File: config.mk
export PLATFORM = sky130hd
export DESIGN_NAME = apb_reg_bridge_flat
export DESIGN_NICKNAME = d
export VERILOG_FILES = /design/src/rtl/apb_reg_bridge_if.sv /design/src/rtl/apb_reg_bridge.sv /design/src/flat_wrapper.sv
export SDC_FILE = /design/constraint.sdc
export NUM_CORES = 1
export LEC_CHECK = 0
export CAP_MARGIN = 5
export CORE_ASPECT_RATIO = 0.9
export CORE_MARGIN = 2
export CORE_UTILIZATION = 25
export DETAILED_ROUTE_END_ITERATION = 12
export GPL_TIMING_DRIVEN = 0
export SLEW_MARGIN = 20
export SYNTH_ARGS = -nofsm -noshare
export SYNTH_HDL_FRONTEND = slang
export SYNTH_SLANG_ARGS = --single-unit
File: constraint.sdc
create_clock -name clk -period 2.6 [get_ports clk]
set_input_delay 0.39 -clock clk [delete_from_list [all_inputs] [get_ports clk]]
set_output_delay 0.39 -clock clk [all_outputs]
set_load 0.02 [all_outputs]
File: src/rtl/apb_reg_bridge_if.sv
// APB slave-side bus bundle for apb_reg_bridge.
// The master modport is the requester; the slave modport is the bridge.
interface apb_reg_bridge_if #(
  parameter int ADDRWIDTH = 4,
  parameter int DATAWIDTH = 8
);
  logic                 psel;
  logic                 penable;
  logic                 pwrite;
  logic [ADDRWIDTH-1:0] paddr;
  logic [DATAWIDTH-1:0] pwdata;
  logic [DATAWIDTH-1:0] prdata;
  logic                 pready;
  logic                 pslverr;

  modport master (
    output psel, penable, pwrite, paddr, pwdata,
    input  prdata, pready, pslverr
  );

  modport slave (
    input  psel, penable, pwrite, paddr, pwdata,
    output prdata, pready, pslverr
  );
endinterface

File: src/rtl/apb_reg_bridge.sv
// APB-to-register-bank bridge: one-cycle write/read strobes toward a simple
// register bank, range-checked offsets and a saturating error-completion counter.
module apb_reg_bridge #(
  parameter int ADDRWIDTH = 4,
  parameter int DATAWIDTH = 8,
  parameter int NUMREGS   = 4
) (
  input  logic                 clk,
  input  logic                 rst_n,
  apb_reg_bridge_if.slave      apb,
  output logic [ADDRWIDTH-1:0] addr,
  output logic                 wen,
  output logic [DATAWIDTH-1:0] wr_data,
  output logic                 ren,
  input  logic [DATAWIDTH-1:0] rd_data,
  output logic [7:0]           err_cnt
);

  typedef enum logic [2:0] {
    IDLE  = 3'd0,
    WR    = 3'd1,
    RD    = 3'd2,
    RWAIT = 3'd3,
    DONE  = 3'd4,
    ERR   = 3'd5
  } state_t;

  localparam logic [31:0] NUMREGS_W = 32'(NUMREGS);

  state_t               state_r;
  state_t               next_state_s;
  logic                 setup_s;
  logic                 access_s;
  logic                 out_of_range_s;
  logic                 err_done_s;
  logic [DATAWIDTH-1:0] prdata_r;
  logic                 pready_r;
  logic                 pslverr_r;
  logic [ADDRWIDTH-1:0] addr_r;
  logic                 wen_r;
  logic [DATAWIDTH-1:0] wr_data_r;
  logic                 ren_r;
  logic [7:0]           err_cnt_r;

  assign setup_s        = apb.psel & ~apb.penable;
  assign access_s       = apb.psel & apb.penable;
  // Widen before comparing so NUMREGS == 2**ADDRWIDTH does not wrap.
  assign out_of_range_s = (32'(apb.paddr) >= NUMREGS_W);
  assign err_done_s     = (state_r == ERR) && access_s;

  // Next-state decode; dropping psel anywhere past IDLE abandons the transfer.
  always_comb begin
    next_state_s = state_r;
    case (state_r)
      IDLE: begin
        if (setup_s) begin
          if (out_of_range_s) begin
            next_state_s = ERR;
          end else if (apb.pwrite) begin
            next_state_s = WR;
          end else begin
            next_state_s = RD;
          end
        end else begin
          next_state_s = IDLE;
        end
      end
      WR:        next_state_s = apb.psel ? DONE : IDLE;
      RD:        next_state_s = apb.psel ? RWAIT : IDLE;
      RWAIT:     next_state_s = apb.psel ? DONE : IDLE;
      DONE, ERR: next_state_s = (access_s || !apb.psel) ? IDLE : state_r;
      default:   next_state_s = IDLE;
    endcase
  end

  // State plus every output, registered from the next-state decode.
  always_ff @(posedge clk) begin
    if (!rst_n) begin
      state_r   <= IDLE;
      prdata_r  <= '0;
      pready_r  <= 1'b0;
      pslverr_r <= 1'b0;
      addr_r    <= '0;
      wen_r     <= 1'b0;
      wr_data_r <= '0;
      ren_r     <= 1'b0;
      err_cnt_r <= 8'd0;
    end else begin
      state_r   <= next_state_s;
      wen_r     <= (next_state_s == WR);
      ren_r     <= (next_state_s == RD);
      pready_r  <= (next_state_s == DONE) || (next_state_s == ERR);
      pslverr_r <= (next_state_s == ERR);
      // Only the setup cycle is captured; later bus changes are ignored.
      if ((state_r == IDLE) && setup_s) begin
        addr_r    <= apb.paddr;
        wr_data_r <= apb.pwdata;
      end
      if (state_r == RWAIT) begin
        prdata_r <= rd_data;
      end
      if (err_done_s && (err_cnt_r != 8'hFF)) begin
        err_cnt_r <= err_cnt_r + 8'd1;
      end
    end
  end

  assign apb.prdata  = prdata_r;
  assign apb.pready  = pready_r;
  assign apb.pslverr = pslverr_r;
  assign addr        = addr_r;
  assign wen         = wen_r;
  assign wr_data     = wr_data_r;
  assign ren         = ren_r;
  assign err_cnt     = err_cnt_r;

endmodule

File: src/flat_wrapper.sv
// flat-port wrapper written by rule: the top's interface ports become plain ports
module apb_reg_bridge_flat 
#(
  parameter int ADDRWIDTH = 4,
  parameter int DATAWIDTH = 8,
  parameter int NUMREGS   = 4
)
  (clk, rst_n, addr, wen, wr_data, ren, rd_data, err_cnt, apb_psel, apb_penable, apb_pwrite, apb_paddr, apb_pwdata, apb_prdata, apb_pready, apb_pslverr);
  apb_reg_bridge_if #(.ADDRWIDTH(ADDRWIDTH), .DATAWIDTH(DATAWIDTH)) apb_i ();
  input  logic clk;
  input  logic rst_n;
  output logic [ADDRWIDTH-1:0] addr;
  output logic wen;
  output logic [DATAWIDTH-1:0] wr_data;
  output logic ren;
  input  logic [DATAWIDTH-1:0] rd_data;
  output logic [7:0] err_cnt;
  input wire logic [$bits(apb_i.psel)-1:0] apb_psel;
  input wire logic [$bits(apb_i.penable)-1:0] apb_penable;
  input wire logic [$bits(apb_i.pwrite)-1:0] apb_pwrite;
  input wire logic [$bits(apb_i.paddr)-1:0] apb_paddr;
  input wire logic [$bits(apb_i.pwdata)-1:0] apb_pwdata;
  output wire logic [$bits(apb_i.prdata)-1:0] apb_prdata;
  output wire logic [$bits(apb_i.pready)-1:0] apb_pready;
  output wire logic [$bits(apb_i.pslverr)-1:0] apb_pslverr;
  assign apb_i.psel = apb_psel;
  assign apb_i.penable = apb_penable;
  assign apb_i.pwrite = apb_pwrite;
  assign apb_i.paddr = apb_paddr;
  assign apb_i.pwdata = apb_pwdata;
  assign apb_prdata = apb_i.prdata;
  assign apb_pready = apb_i.pready;
  assign apb_pslverr = apb_i.pslverr;
  apb_reg_bridge #(.ADDRWIDTH(ADDRWIDTH), .DATAWIDTH(DATAWIDTH), .NUMREGS(NUMREGS)) u_core (.clk(clk), .rst_n(rst_n), .apb(apb_i), .addr(addr), .wen(wen), .wr_data(wr_data), .ren(ren), .rd_data(rd_data), .err_cnt(err_cnt));
endmodule
==> Word-level counts from Yosys, hierarchy flattened <==
Index checks and enable logic that the tools add are counted.
W data, S select, Z words.
{ "totals": {"ff_bits": 35, "inputBits": 25, "out_inout_bits": 32, "word_cells": 40} }
{ "op_classes": {"add_sub_neg": 1, "n_lt_le_gt_ge": 1, "eq_ne": 10, "mux": 7, "n_bitwise": 3, "reduce_logical": 9} }
{ "op_table": {"columns": ["operator", "count"], "rows": [
  ["$eq A3 B3 Y1 const B", 4],
  ["$mux W3", 4],
  ["$pmux W3 S4", 1],
  ["$eq A3 B2 Y1 const B", 3],
  ["$add A8 B1 Y8 const B", 1],
  ["$ne A8 B8 Y1 const B", 1],
  ["$eq A3 B1 Y1 const B", 2],
  ["$ge A4 B3 Y1 const B", 1],
  ["$mux W2", 2],
  ["$reduce_or A2 Y1", 2],
  ["$logic_and A1 B1 Y1", 3],
  ["$logic_not A3 Y1", 1],
  ["$and A1 B1 Y1", 2],
  ["$logic_or A1 B1 Y1", 2],
  ["$logic_not A1 Y1", 1],
  ["$not A1 Y1", 1]
]} }

==> Longest topological paths before layout <==
Gate-level depths: netlist (run 1).
{ "depth": {"word_depth": 6, "mapped_depth": 5, "mapped_depth_nobuf": 5} }

==> Least setup slack after synthesis (run 1) <==
OpenSTA, ideal clock, no wires.
{ "synth_path": {"path_type": "reg2reg", "start": "reg u_core.err_cnt_r[0] (netlist: u_core.err_cnt[0])", "end": "reg u_core.err_cnt_r[1] (netlist: u_core.err_cnt[1])", "setup_time_ns": 0.128, "t_arrival_ns": 1.451, "t_required_ns": 2.472, "setup_slack_ns": 1.021, "stages_incl_launch_ff": 6, "n_path_buf": 0, "synth_period_minus_slack_ns": 1.579, "path_cell_list": "dfxtp_1 -> ha_1 -> nand4_1 -> o211ai_4 -> mux2i_1 -> nor2_1"} }
{ "synth_between": {"elab_chain_cells": 2, "elab_cells_between_ends": 3, "cone_classes": "add/sub: 1; eq/ne: 1; reduce/logical: 1"} }
{ "synth_lines": {"columns": ["element", "line_no", "rtl"], "rows": [
  ["from (decl)", "apb_reg_bridge.sv:43", "logic [7:0] err_cnt_r;"],
  ["from (signal assigned)", "apb_reg_bridge.sv:103", "err_cnt_r <= err_cnt_r + 8'd1;"],
  ["branches (longest 2 deep; another with $add A8 B1 Y8)", null, null]
]} }
Several ways; the timed one is not identified.
A chain may end at the register's enable or synchronous reset.

==> Worst setup path after layout (run 1) <==
{ "layout_path": {"start": "reg u_core.err_cnt_r[2] (netlist: u_core.err_cnt[2])", "end": "out err_cnt[2]"} }
{ "layout_lines": {"columns": ["element", "line_no", "rtl"], "rows": [
  ["to (decl)", "flat_wrapper.sv:17", "output logic [7:0] err_cnt;"]
]} }
No word-level cell between the ends.

==> impl_results.md, run 1 <==
* Avg Inst Size Synth at 8.45 sq um
* CP max stage delay at 650 ps
* Critical-path cell list: clkdlybuf4s50_1
* Chip height at 74.6 um
* Maximum vdd drop at 197 uV
* Pre-CTS setup slack at 656 ps
* Antenna violations before repair at 0
* Max_cap viols at 0
* Resized cells post-CTS at 0
* Die Area at 6160 sq um
* CTS tree: done
* Leading area contributor after synthesis: dfxtp_1
* Wire per inst at 12.0 um
* Ratio of cells with drive above 1 in the final layout at 0.0705
* Cts hold-fix bufs at 0
* Initial Util at 0.262
* Most used DFF post-synth: dfxtp_1
* Max frequency at 568 MHz
* WL final at 3540 um
* Total global-route track usage at 0.120
* Synth top cells by count: nand2_1, dfxtp_1, a21oi_1
* Post-synthesis sequential area ratio at 0.505
* Pin count of the biggest net entering global routing at 12
* IO Port Bufs at 55
* FP Rows at 25
* Tmin final at 1760 ps
* Top-count cell post-synth: nand2_1
* Via-to-Cell Ratio at 4.52
* Top post-synthesis cells by area: dfxtp_1, nand2_1, a21oi_1
* H-tree Lvls at 2
* Post-CTS setup buffer count at 0
* Top Family by Delay on Critical Path: buffers and inverters
* Worst EP required at 2210 ps
* Crit end category: output port
* CP Launch Type: flop
* Drt pass-1 iters at 4
* YS warnings at 0
* CP max FO at 7
* Crit path DAT at 1370 ps
* Max-slew violations at 0
* I/O Pins at 57
* Pwr dens at 557 nW/um^2
* Syn Nets at 190
* Max-slew headroom at 0.679
* CTS clk-pin slew, worst paths at 70 ps
* Final WS setup at 839 ps
* Pleak at 0.778 nW
* Vias in the first global route at 1,191
* Post-Synthesis Cells at 164
* Post-DP HPWL at 2620 um
* Status: complete, no violations
* Total Power at 1.19 mW
* Yosys cell types at 35
* Clock sinks at 35
* Hold Slack at 457 ps
* Clk_lat worst skew at 290 ps
* Worst hold path type: flop to flop
* Root buffer cell: clkbuf_8
* Worst Tran Pin Value at 482 ps
* Num CTS Buffers at 5
* Diodes inserted at 0
* Max clock buf depth at 2
* Antenna Nets Post-Route at 0
* Post-synthesis register bit count at 35
* Hold Fails Final Rpt at 0
* Worst Path Class, Setup: flop to output port
* Vias at 1,328
* CORE AREA at 5290 sq um
* Worst Skew at 8.09 ps
* Post-synthesis async set-or-reset flop share at 0
* RSZ-0062 raised after global routing: no
* Post-Syn Area at 1390 sq um
* Final period util at 0.677
* Worst path slowest cell: clkdlybuf4s50_1
* Fin Setup TNS at 0 ps
* Drt drc at 0
* Grt ovf at 0
* DRT iter0 DRCs at 51
* Placer Congestion at 0.764
* Yosys top cell area share at 0.505
* Nets at 252
* First-pass GRT wire length at 5500 um
* Setup Viol. Count Final at 0
* CP Buf/Inv Count at 1
* Number of synthesized flops with an enable pin at 0
* Synth-to-Final Area Change at 54.2%
* Die W at 82.5 um
-- power by group --
group          switching (mW)  internal, mW  total (mW)
logic                  0.0612        0.0654       0.127
registers             0.00751         0.549       0.557
clock network           0.198         0.310       0.508
total                   0.267         0.925        1.19
-- layer usage --
| metal | share of wire | global-route usage | up-vias |
|---|---|---|---|
| met3 | 0.049 | 0.0372 | 8 |
| met5 | 0 | 0 | - |
| met4 | 0.020 | 0.0546 | 0 |
| met1 | 0.48 | 0.156 | 597 |
| met2 | 0.45 | 0.183 | 26 |
| li1 | - | - | 697 |
-- cell usage in the layout, fill, tap and decap left out, drive strengths merged, types with 2 or more instances in the layout --
cell type,synthesis,routed
and3,4,4
a21oi,24,24
clkdlybuf4s50,0,55
clkbuf,4,10
dfxtp,35,35
inv,4,4
a31oi,2,2
o21ai,2,2
nand3,12,12
or3,2,2
o211ai,3,3
nor3,3,3
buf,3,3
nand2,39,39
mux2i,2,2
nor2,6,6
and2,3,3
nand4,3,3
or4,2,2
-- sequential cells by signal, summed over array words and instances, names as in the netlist --
name,cells
u_core.addr,4
u_core.wr_data,8
u_core.apb.pready,1
u_core.state_r,3
u_core.wen,1
u_core.ren,1
u_core.apb.pslverr,1
u_core.err_cnt,8
u_core.apb.prdata,8
-- cells by family (layout without fill, tap and decap cells) --
kind of cell,Yosys count,in the layout,synth area share
XOR/XNOR,1,1,0.00632
flip-flops,35,35,0.505
AO/OA/AOI/OAI,35,35,0.157
multiplexers,2,2,0.0144
buffers and inverters,11,74,0.0316
adder cells (fa/ha/maj),1,1,0.00902
AND/OR/NAND/NOR,79,79,0.276
-- cell type report --
| type | instances | area (sq um) |
|---|---|---|
| Buffer | 7 | 28.8 |
| Clock buffer | 6 | 82.6 |
| Clock inverter | 2 | 35.0 |
| Fill cell | 551 | 3150 |
| Inverter | 4 | 15.0 |
| Multi-Input combinational cell | 118 | 642 |
| Sequential cell | 35 | 701 |
| Tap cell | 67 | 83.8 |
| Timing Repair Buffer | 55 | 551 |
-- worst paths after layout --
| check | start | end | slack, ps | depth (start not counted) |
|---|---|---|---|---|
| max | u_core.err_cnt[2] | err_cnt[2] | 840 | 1 |
| min | u_core.wr_data[5] | u_core.wr_data[5] | 460 | 2 |
| max reg2reg | u_core.err_cnt[0] | u_core.err_cnt[1] | 1000 | 5 |
| min reg2reg | u_core.wr_data[5] | u_core.wr_data[5] | 460 | 2 |
-- worst register-to-register path: stages (launching register included) --
cell and delay [ps]:
dfxtp_1 390, ha_1 240, nand4_1 240, o211ai_4 340, mux2i_1 220, nor2_1 50
-- stage by stage --
stage,std cells,area [sq um],utilization
3_3_place_gp,286,2020,0.382
3_5_place_dp,286,2020,0.382
6_report,294,2140,0.404
4_1_cts,294,2140,0.404
2_1_floorplan,164,1390,-
5_1_grt,294,2140,0.404
No activity file was read; power rests on OpenSTA's default activity.
==> inputs of run 2 (changes only) <==
==> constraint.sdc (replaced) <==
create_clock -name clk -period 1.4 [get_ports clk]
set_input_delay 0.21 -clock clk [delete_from_list [all_inputs] [get_ports clk]]
set_output_delay 0.21 -clock clk [all_outputs]
set_load 0.02 [all_outputs]
==> run 2 against run 1 <==
Worst setup slack lost 840 ps. The flow now finishes with violations (setup timing). Power is 66% higher. Largest cell class unchanged. Sequential share of layout area rose by 0.30 points. Count of clock-buffer cells in the layout unchanged. Flip-flop and latch count is the same. Core utilization grew 0.43 points. Register-to-register slack worse by 1000 ps.
==> impl_results.md, run 2 (synthesized netlist as in run 1, its figures left out) <==
* Status: finished with violations
* Failing checks: setup timing
* Total global-route track usage at 0.122
* Placer Congestion at 0.835
* Drt pass-1 iters at 4
* Final WS setup at -2.10 ps
* DRT iter0 DRCs at 33
* RSZ-0062 raised after global routing: yes
* CTS tree: done
* CTS clk-pin slew, worst paths at 60 ps
* Hold Fails Final Rpt at 0
* Root buffer cell: clkbuf_8
* Die Area at 6160 sq um
* Crit path from: u_core.err_cnt[0]
* Clock sinks at 35
* CP max stage delay at 410 ps
* Grt met3 use at 0.0456
* Commonest non-fill, non-tap cell in the layout: nand2_1
* Crit path DAT at 1610 ps
* Final period util at 1.00
* Via-to-Cell Ratio at 4.50
* I/O Pins at 57
* Crit end category: flop
* Vias in the first global route at 1,236
* Most frequent cells in the layout: nand2_1, dlygate4sd2_1, dfxtp_1
* Die W at 82.5 um
* Post-DP HPWL at 2580 um
* Drt drc at 0
* CP max FO at 8
* Met2 Resource Use GR at 0.205
* Grt ovf at 0
* CP Launch Type: flop
* CORE AREA at 5290 sq um
* Pwr dens at 918 nW/um^2
* Max clock buf depth at 2
* Ratio of cells with drive above 1 in the final layout at 0.135
* Max_cap viols at 0
* Met1 Usage GRT at 0.142
* Max-slew violations at 0
* Hold path startpoint: rst_n
* Util after Layout at 0.409
* Gr busiest metal: met2
* Vias at 1,332
* IO Port Bufs at 55
* Worst Path Class, Setup: flop to flop
* Chip height at 74.6 um
* Placed cell count at 286
* Critical-path cell list: ha_4, nand4_1, o211ai_4, or4_1, a21oi_1
* FP Rows at 25
* Non-Filler Instances at 296
* Maximum vdd drop at 381 uV
* Initial Util at 0.262
* Worst EP required at 1610 ps
* Nets at 255
* Pin count of the biggest net entering global routing at 11
* Synth-to-Final Area Change at 55.9%
* Num CTS Buffers at 5
* First-pass GRT wire length at 5600 um
* R2r startpoint: u_core.err_cnt[0]
* Pleak at 0.973 nW
* Worst Skew at 4.22 ps
* Wire per inst at 12.2 um
* Tmin final at 1400 ps
* Setup Viol. Count Final at 1
* Antenna violations before repair at 0
* Clk_lat worst skew at 280 ps
* WL final at 3610 um
* Worst Tran Pin Value at 500 ps
* Max-slew headroom at 0.667
* Diodes inserted at 0
* Worst path slowest cell: or4_1
* Worst hold path type: primary input to flop
* Antenna Nets Post-Route at 0
* H-tree Lvls at 2
* Max frequency at 713 MHz
## run 2: layout make-up
class	count	area, sq um
Buffer	7	33.8
Clock buffer	6	82.6
Clock inverter	1	5.00
Fill cell	560	3130
Inverter	4	15.0
Multi-Input combinational cell	118	692
Sequential cell	35	714
Tap cell	67	83.8
Timing Repair Buffer	58	534
## run 2: critical path, delay by kind of cell, from the launching register on
kind | cells | cell delay (ps)
AND/OR/NAND/NOR | 2 | 540
AO/OA/AOI/OAI | 2 | 260
adder cells (fa/ha/maj) | 1 | 160
flip-flops | 1 | 360
## run 2: path summary, 6_finish.rpt
| kind | end | slack, ps | cells past startpoint |
|---|---|---|---|
| worst max register to register | u_core.err_cnt[6] | -2 | 5 |
| worst min register to register | u_core.addr[1] | 450 | 2 |
| worst max-delay path | u_core.err_cnt[6] | -2 | 5 |
| worst min-delay path | u_core.err_cnt[3] | 350 | 2 |
## run 2: stage by stage
step	TNS, ps	setup WS (ps)	hold slack [ps]	total power [mW]	instance area (sq um)
global route	-145	-57.5	364	2.08	2160
CTS	-21.2	-19.9	338	2.02	2120
floorplan	-31.2	-19.4	346	1.15	1410
detailed placement	-7550	-429	448	1.29	2040
finish	-2.10	-2.10	354	1.98	2160
global placement	-7280	-373	443	1.29	2040
## run 2: per-layer routing
metal / vias to the layer above / routed length [um]
met2: 30 / 1740
met3: 2 / 259
met5: - / 0
li1: 702 / -
met4: 0 / 23
met1: 598 / 1580
## run 2: report_power, final
group	switching, mW	internal [mW]	leakage [nW]
Sequential	0.0141	1.02	0.287
Clock	0.337	0.386	0.0470
Combinational	0.119	0.111	0.639
## run 2: what timing repair did
action                                 CTS  global route
hold buffers                             0             0
setup endpoints to repair               54            26
gates resized for setup                 42            10
buffers inserted                         1             2
endpoints found under the hold margin    0             0
pin swaps                                4             3
